File: src/rtl/alu_pkg.sv
// Shared definitions for the ALU result stage: opcodes, flag bit positions
// and the packed layout of one buffered entry.
package alu_pkg;

    localparam logic [2:0] OP_ADD  = 3'd0;
    localparam logic [2:0] OP_SUB  = 3'd1;
    localparam logic [2:0] OP_AND  = 3'd2;
    localparam logic [2:0] OP_OR   = 3'd3;
    localparam logic [2:0] OP_XOR  = 3'd4;
    localparam logic [2:0] OP_NOT  = 3'd5;
    localparam logic [2:0] OP_NAND = 3'd6;
    localparam logic [2:0] OP_NOR  = 3'd7;

    localparam int unsigned FLG_Z = 0;
    localparam int unsigned FLG_N = 1;
    localparam int unsigned FLG_C = 2;
    localparam int unsigned FLG_V = 3;

    localparam int unsigned ENTRY_W = 11;

    typedef struct packed {
        logic [3:0] result;
        logic [2:0] op;
        logic [3:0] flags;
    } entry_t;

    function automatic entry_t make_entry(logic [3:0] result, logic [2:0] op, logic [3:0] flags);
        entry_t e;
        e.result = result;
        e.op     = op;
        e.flags  = flags;
        return e;
    endfunction

endpackage

File: src/rtl/alu_flag_gen.sv
// Combinational status-flag generator: derives {V,C,N,Z} from the ALU
// operands, opcode and the result the ALU produced.
module alu_flag_gen
    import alu_pkg::*;
(
    input  logic [3:0] i_a,
    input  logic [3:0] i_b,
    input  logic [2:0] i_op,
    input  logic [3:0] i_result,
    output logic [3:0] o_flags
);

    logic w_carry_add;
    logic w_borrow_sub;
    logic w_ovf_add;
    logic w_ovf_sub;

    // Carry is evaluated in 5 bits so the overflow out of bit 3 is visible.
    assign w_carry_add  = ({1'b0, i_a} + {1'b0, i_b}) >= 5'd16;
    assign w_borrow_sub = (i_a < i_b);
    assign w_ovf_add    = (i_a[3] == i_b[3]) && (i_result[3] != i_a[3]);
    assign w_ovf_sub    = (i_a[3] != i_b[3]) && (i_result[3] != i_a[3]);

    always_comb begin
        o_flags        = '0;
        o_flags[FLG_Z] = (i_result == 4'd0);
        o_flags[FLG_N] = i_result[3];
        case (i_op)
            OP_ADD: begin
                o_flags[FLG_C] = w_carry_add;
                o_flags[FLG_V] = w_ovf_add;
            end
            OP_SUB: begin
                o_flags[FLG_C] = w_borrow_sub;
                o_flags[FLG_V] = w_ovf_sub;
            end
            default: begin
                o_flags[FLG_C] = 1'b0;
                o_flags[FLG_V] = 1'b0;
            end
        endcase
    end

endmodule

File: src/rtl/alu_result_stage.sv
// Registered FIFO stage behind the 4-bit ALU with flag capture and a
// valid/ready output. ALU_STAT_EN adds the saturating stat_retired counter.
module alu_result_stage
    import alu_pkg::*;
#(
    parameter int unsigned DEPTH = 2,
    parameter int unsigned CNT_W = 8
) (
    input  logic             clk,
    input  logic             rst_n,
    input  logic             in_valid,
    output logic             in_ready,
    input  logic [3:0]       in_a,
    input  logic [3:0]       in_b,
    input  logic [2:0]       in_op,
    input  logic [3:0]       in_result,
    output logic             out_valid,
    input  logic             out_ready,
    output logic [3:0]       out_result,
    output logic [2:0]       out_op,
    output logic [3:0]       out_flags
`ifdef ALU_STAT_EN
    ,
    output logic [CNT_W-1:0] stat_retired
`endif
);

    localparam int unsigned PTR_W  = $clog2(DEPTH);
    localparam int unsigned FILL_W = PTR_W + 1;
    localparam logic [PTR_W-1:0]  PTR_ONE  = PTR_W'(1);
    localparam logic [FILL_W-1:0] FILL_ONE = FILL_W'(1);
    localparam logic [FILL_W-1:0] FILL_MAX = FILL_W'(DEPTH);

    if (DEPTH < 2 || (DEPTH & (DEPTH - 1)) != 0 || CNT_W < 1) begin : g_bad_param
        $error("alu_result_stage: DEPTH must be a power of two >= 2 and CNT_W >= 1");
    end

    entry_t             r_mem [DEPTH];
    logic [PTR_W-1:0]   r_wr_ptr;
    logic [PTR_W-1:0]   r_rd_ptr;
    logic [FILL_W-1:0]  r_count;

    logic [3:0]         w_flags;
    logic               w_full;
    logic               w_empty;
    logic               w_push;
    logic               w_pop;
    entry_t             w_head;

    alu_flag_gen u_flag_gen (
        .i_a      (in_a),
        .i_b      (in_b),
        .i_op     (in_op),
        .i_result (in_result),
        .o_flags  (w_flags)
    );

    // in_ready is a pure function of occupancy, so a pop never opens a
    // slot for the same edge.
    assign w_full   = (r_count == FILL_MAX);
    assign w_empty  = (r_count == '0);
    assign in_ready = !w_full;
    assign w_push   = in_valid && !w_full;
    assign w_pop    = !w_empty && out_ready;

    always_ff @(posedge clk) begin
        if (w_push) begin
            r_mem[r_wr_ptr] <= make_entry(in_result, in_op, w_flags);
        end
    end

    always_ff @(posedge clk) begin
        if (!rst_n) begin
            r_wr_ptr <= '0;
            r_rd_ptr <= '0;
            r_count  <= '0;
        end else begin
            if (w_push) begin
                r_wr_ptr <= r_wr_ptr + PTR_ONE;
            end
            if (w_pop) begin
                r_rd_ptr <= r_rd_ptr + PTR_ONE;
            end
            case ({w_push, w_pop})
                2'b10:   r_count <= r_count + FILL_ONE;
                2'b01:   r_count <= r_count - FILL_ONE;
                default: r_count <= r_count;
            endcase
        end
    end

    assign w_head    = r_mem[r_rd_ptr];
    assign out_valid = !w_empty;

    // Storage is never cleared, so outputs are gated to read zero when empty.
    always_comb begin
        out_result = '0;
        out_op     = '0;
        out_flags  = '0;
        if (!w_empty) begin
            out_result = w_head.result;
            out_op     = w_head.op;
            out_flags  = w_head.flags;
        end
    end

`ifdef ALU_STAT_EN
    logic [CNT_W-1:0] r_retired;

    always_ff @(posedge clk) begin
        if (!rst_n) begin
            r_retired <= '0;
        end else if (w_pop && (r_retired != '1)) begin
            r_retired <= r_retired + CNT_W'(1);
        end
    end

    assign stat_retired = r_retired;
`endif

endmodule

File: config.mk
export PLATFORM = sky130hd
export DESIGN_NAME = alu_result_stage
export DESIGN_NICKNAME = d
export VERILOG_FILES = /design/src/rtl/alu_pkg.sv /design/src/rtl/alu_flag_gen.sv /design/src/rtl/alu_result_stage.sv
export SDC_FILE = /design/constraint.sdc
export NUM_CORES = 1
export LEC_CHECK = 0
export BUFFER_PORTS_ARGS = -buffer_cell sky130_fd_sc_hd__buf_2
export CAP_MARGIN = 25
export CELL_PAD_IN_SITES_DETAIL_PLACEMENT = 1
export CELL_PAD_IN_SITES_GLOBAL_PLACEMENT = 1
export CORE_MARGIN = 2
export CORE_UTILIZATION = 43
export DETAILED_ROUTE_END_ITERATION = 16
export PLACE_DENSITY_LB_ADDON = 0.15
export SLEW_MARGIN = 5
export SYNTH_ARGS = -nofsm -noshare
export SYNTH_HDL_FRONTEND = slang
export SYNTH_SLANG_ARGS = --single-unit
File: constraint.sdc
create_clock -name clk -period 4 [get_ports clk]
set_input_delay 0.4 -clock clk [delete_from_list [all_inputs] [get_ports clk]]
set_output_delay 0.4 -clock clk [all_outputs]
set_load 0.01 [all_outputs]
==> summary.md <==
| Metric | Value |
|---|---|
| CP Class | `flop to flop` |
| Most instantiated flip-flop cell in the synthesis netlist | `sky130_fd_sc_hd__edfxtp_1` |
| Logic depth of the worst register-to-register path | `5` |
| GRT Overall Usage | `about 15%` |
| Half-perimeter wire length after detailed placement | `approximately 1600 microns` |
| First-pass GRT wire length | `around 3500 microns` |
| Average wire per standard cell | `13.48 microns` |
| Hold WC Path Type | `input pin to flop` |
| Clock latency at the later pin of the worst-skew pair | `~320 ps` |
| Height of the die | `between 50 and 60 microns` |
| Router iterations before antenna repair | `2` |
| Initial antenna violation count | `0` |
| Critical path data required time | `4260 ps` |
| Routed wire length | `~2100 microns` |
| Internal power contribution | `0.5109 mW` |
| Layout net count | `about 150` |
| Buf/Inv on CP | `0` |
| Horiz. Die Dim | `56.33 microns` |
| Count of antenna-violating nets left after detailed routing | `0` |
| YS warnings | `0` |
| Number of hold violations in the final report | `0` |
| Worst r2r dst | `r_count[1]$_SDFFE_PN0P_` |
| MaxCap Viol Count | `0` |
| Number of placement rows | `18` |
| Switching pwr | `~0.27 mW` |
| Static power due to leakage | `just under 0.6 nW` |
| Area of the placeable core | `approximately 0.0025 sq mm` |
| Clock skew | `~11 ps` |
| Clk pin slew, worst setup/hold paths | `130 ps` |
| Standard cell with the maximum stage delay on the critical path | `sky130_fd_sc_hd__nor2_1` |
| RePlAce Congestion | `about 0.7` |
| Final slew viol count | `0` |
| Clock net sink count | `25` |
| Maximum single-stage delay on the critical path | `around 640 ps` |
| Remaining max-slew budget at the tightest pin | `43.33%` |
| Full die area | `roughly 0.0032 sq mm` |
| Synthesized instance count | `93` |
| Part of the power in registers | `between 40% and 50%` |
| Post-synth ARST share | `0%` |
| Longest Clk Path Bufs | `2` |
| Combined area of all synthesized cells | `around 0.0012 sq mm` |
| Number of synthesized register bits | `25` |
| Syn Nets | `approximately 120` |
| Distinct cells, synth | `24` |
| CTS tree | `yes` |
| Via density per instance | `between 5 and 6` |
| Post-route DRC | `0` |
| # hold bufs at CTS | `0` |
| Endpoint class of the critical path | `flop` |
| Residual overflow from global routing | `0` |
| Power density normalized to cell area | `565.0 mW/mm^2` |
| Total power of the final layout | `0.7798 mW` |
| Via total after detailed routing | `around 800` |
| Number of global-route vias before repair | `between 800 and 900` |
| Setup repair after global routing missed its margin | `no` |
| Number of port buffers | `31` |
| Layout area overhead | `17.22%` |
| Kind of start point of the critical path | `flop` |
| Final sum of negative setup slack | `0 ps` |
| Initial core utilization | `a little under half` |
| Number of enable-type register cells in the synthesized netlist | `20` |
| First-iteration detailed-routing DRC count | `9` |
| Final setup violation count | `0` |
| # H-tree levels | `1` |
| Antenna diode instance count | `0` |
| Total CTS buffers | `3` |
| Maximum clock frequency | `between 400 and 500 MHz` |
| Sequential cell area fraction in the yosys report | `about 60%` |
| Root buffer cell | `sky130_fd_sc_hd__clkbuf_4` |
| Worst hold path cell count | `1` |
| Hold EP | `r_mem[0][7]$_DFFE_PP_` |
| Ordered list of cells on the worst path | `nor2_1 -> nor2b_2 -> ha_1 -> or3_1 -> a21boi_1` |
| Peak supply drop | `between 300 and 400 uV` |
| Arrival time reported for the critical path endpoint | `~2300 ps` |
| Kind of cell with the highest combined delay on the critical path | `simple AND/OR/NAND/NOR gates` |
| Combinational share of power | `between 30% and 40%` |
| Gates resized, CTS repair | `0` |
| Status | `completed` |
| Period utilisation layout | `50.90%` |
| Fraction of power consumed by the clock network | `14.0%` |
| Critical path peak fanout | `12` |
| Worst r2r src | `r_count[0]$_SDFFE_PN0P_` |
| Number of top-level pins | `32` |
| Startpoint of the worst hold path | `in_result[0]` |
| Clock period minus final worst setup slack | `between 2000 and 2500 ps` |
| Slew at the pin closest to its max-slew limit | `roughly 850 ps` |
| Filler cell count in the final layout | `approximately 280` |
| Switching Share | `between 30% and 40%` |
| Pin count of the biggest net entering global routing | `14` |
| Avg Cell Area, Syn | `roughly 13 sq um` |
| # Post-CTS Setup Buffers | `0` |
| Flop2flop setup slack | `roughly 2000 ps` |
| Share of post-route cells with drive strength above 1 | `between 20% and 30%` |
Yosys cell counts (2+ instances only):
cell type / count / share of area [%]
sky130_fd_sc_hd__mux2i_1: 11 / 9.4
sky130_fd_sc_hd__nor4_1: 4 / 2.1
sky130_fd_sc_hd__nor2_1: 13 / 4.1
sky130_fd_sc_hd__inv_1: 6 / 1.9
sky130_fd_sc_hd__edfxtp_1: 20 / 51
sky130_fd_sc_hd__and2_1: 4 / 2.1
sky130_fd_sc_hd__ha_1: 7 / 7.4
sky130_fd_sc_hd__nand2b_1: 2 / 1.1
sky130_fd_sc_hd__dfxtp_1: 5 / 8.5
sky130_fd_sc_hd__a21oi_1: 2 / 0.85
sky130_fd_sc_hd__o21ai_0: 2 / 0.85
sky130_fd_sc_hd__xnor2_1: 5 / 3.7
metal layers:
metal	global-route usage, %	up-vias	part of all wire [%]
li1	-	394	-
met1	15.75	368	42
met2	26.72	21	52
met3	2.765	5	3.9
met4	7.143	0	2.3
met5	0	-	0
cells by family (layout without fill, tap and decap cells):
logic type / after synthesis / after routing / synth area share (%)
XOR/XNOR: 6 / 6 / 4.463
flip-flops: 25 / 25 / 59.51
adder cells (fa/ha/maj): 7 / 7 / 7.439
multiplexers: 11 / 11 / 9.352
AND/OR/NAND/NOR: 28 / 28 / 12.22
AO/OA/AOI/OAI: 7 / 7 / 3.720
buffers and inverters: 9 / 41 / 3.294
worst reg2reg max path: cells and delay by family, from the launching register on:
| kind | cells | cell delay [ps] |
|---|---|---|
| adders and majority gates | 1 | 340 |
| AOI/OAI and AO/OA | 1 | 140 |
| and+or+nand+nor | 3 | 1140 |
| DFF | 1 | 370 |
worst max path at each step:
stage / from / to / slack (ps) / depth (start not counted)
CTS: r_count[0]$_SDFFE_PN0P_ / out_result[3] / 1920 / 3
floorplan: r_count[0]$_SDFFE_PN0P_ / r_count[1]$_SDFFE_PN0P_ / 2440 / 5
finish: r_count[0]$_SDFFE_PN0P_ / r_count[1]$_SDFFE_PN0P_ / 1960 / 5
global route: r_count[0]$_SDFFE_PN0P_ / out_flags[1] / 1730 / 3
global placement: r_count[0]$_SDFFE_PN0P_ / r_count[1]$_SDFFE_PN0P_ / 2040 / 5
detailed placement: r_count[0]$_SDFFE_PN0P_ / r_count[1]$_SDFFE_PN0P_ / 1970 / 5
cells in the final DEF, fill, tap and decap left out:
cell type,Yosys,routed
sky130_fd_sc_hd__buf_2,1,31
sky130_fd_sc_hd__edfxtp_1,20,20
sky130_fd_sc_hd__nor2_1,13,13
sky130_fd_sc_hd__mux2i_1,11,11
sky130_fd_sc_hd__ha_1,7,7
sky130_fd_sc_hd__inv_1,6,6
sky130_fd_sc_hd__xnor2_1,5,5
sky130_fd_sc_hd__dfxtp_1,5,5
sky130_fd_sc_hd__nor4_1,4,4
sky130_fd_sc_hd__and2_1,4,4
sky130_fd_sc_hd__clkbuf_4,0,3
sky130_fd_sc_hd__nand2b_1,2,2
sky130_fd_sc_hd__a21oi_1,2,2
sky130_fd_sc_hd__o21ai_0,2,2
sky130_fd_sc_hd__nor2b_2,1,1
sky130_fd_sc_hd__nand2_1,1,1
sky130_fd_sc_hd__o211ai_1,1,1
sky130_fd_sc_hd__nand3b_1,1,1
sky130_fd_sc_hd__o311ai_0,1,1
sky130_fd_sc_hd__xor2_1,1,1
sky130_fd_sc_hd__and3_1,1,1
sky130_fd_sc_hd__or3_1,1,1
sky130_fd_sc_hd__a21boi_1,1,1
sky130_fd_sc_hd__clkbuf_1,1,1
flip-flops by register name, indices dropped and copies added, names as in the netlist, named ones only:
signal    flops
r_mem        20
r_count       2
r_wr_ptr      1
r_rd_ptr      1
layout make-up:
type | instances | area [sq um] | area share, %
Clock buffer | 4 | 26.28 | 1.904
Inverter | 6 | 22.52 | 1.632
Multi-Input combinational cell | 59 | 437.9 | 31.73
Sequential cell | 25 | 700.7 | 50.77
Tap cell | 30 | 37.54 | 2.720
Timing Repair Buffer | 31 | 155.1 | 11.24
power groups by stage:
| stage | logic (mW) | registers [mW] | clock network (mW) |
|---|---|---|---|
| 3_3_place_gp | 0.285 | 0.385 | 0 |
| 5_1_grt | 0.325 | 0.390 | 0.119 |
| 3_5_place_dp | 0.292 | 0.390 | 0 |
| 4_1_cts | 0.293 | 0.384 | 0.112 |
| 2_1_floorplan | 0.220 | 0.363 | 0 |
| 6_report | 0.288 | 0.383 | 0.109 |
stage by stage:
step	instances	area [sq um]	setup slack, ps	utilization [%]	hold slack (ps)
after global routing	155	1380	1730	54.23	277.7
after CTS	155	1380	1923	54.23	274.6
after floorplan	93	1177	2442	-	470.6
final	155	1380	1964	54.23	286.4
after global placement	151	1354	2043	53.20	482.5
after detailed placement	151	1354	1967	53.20	498.3
Power figures use the tool's default switching activity.
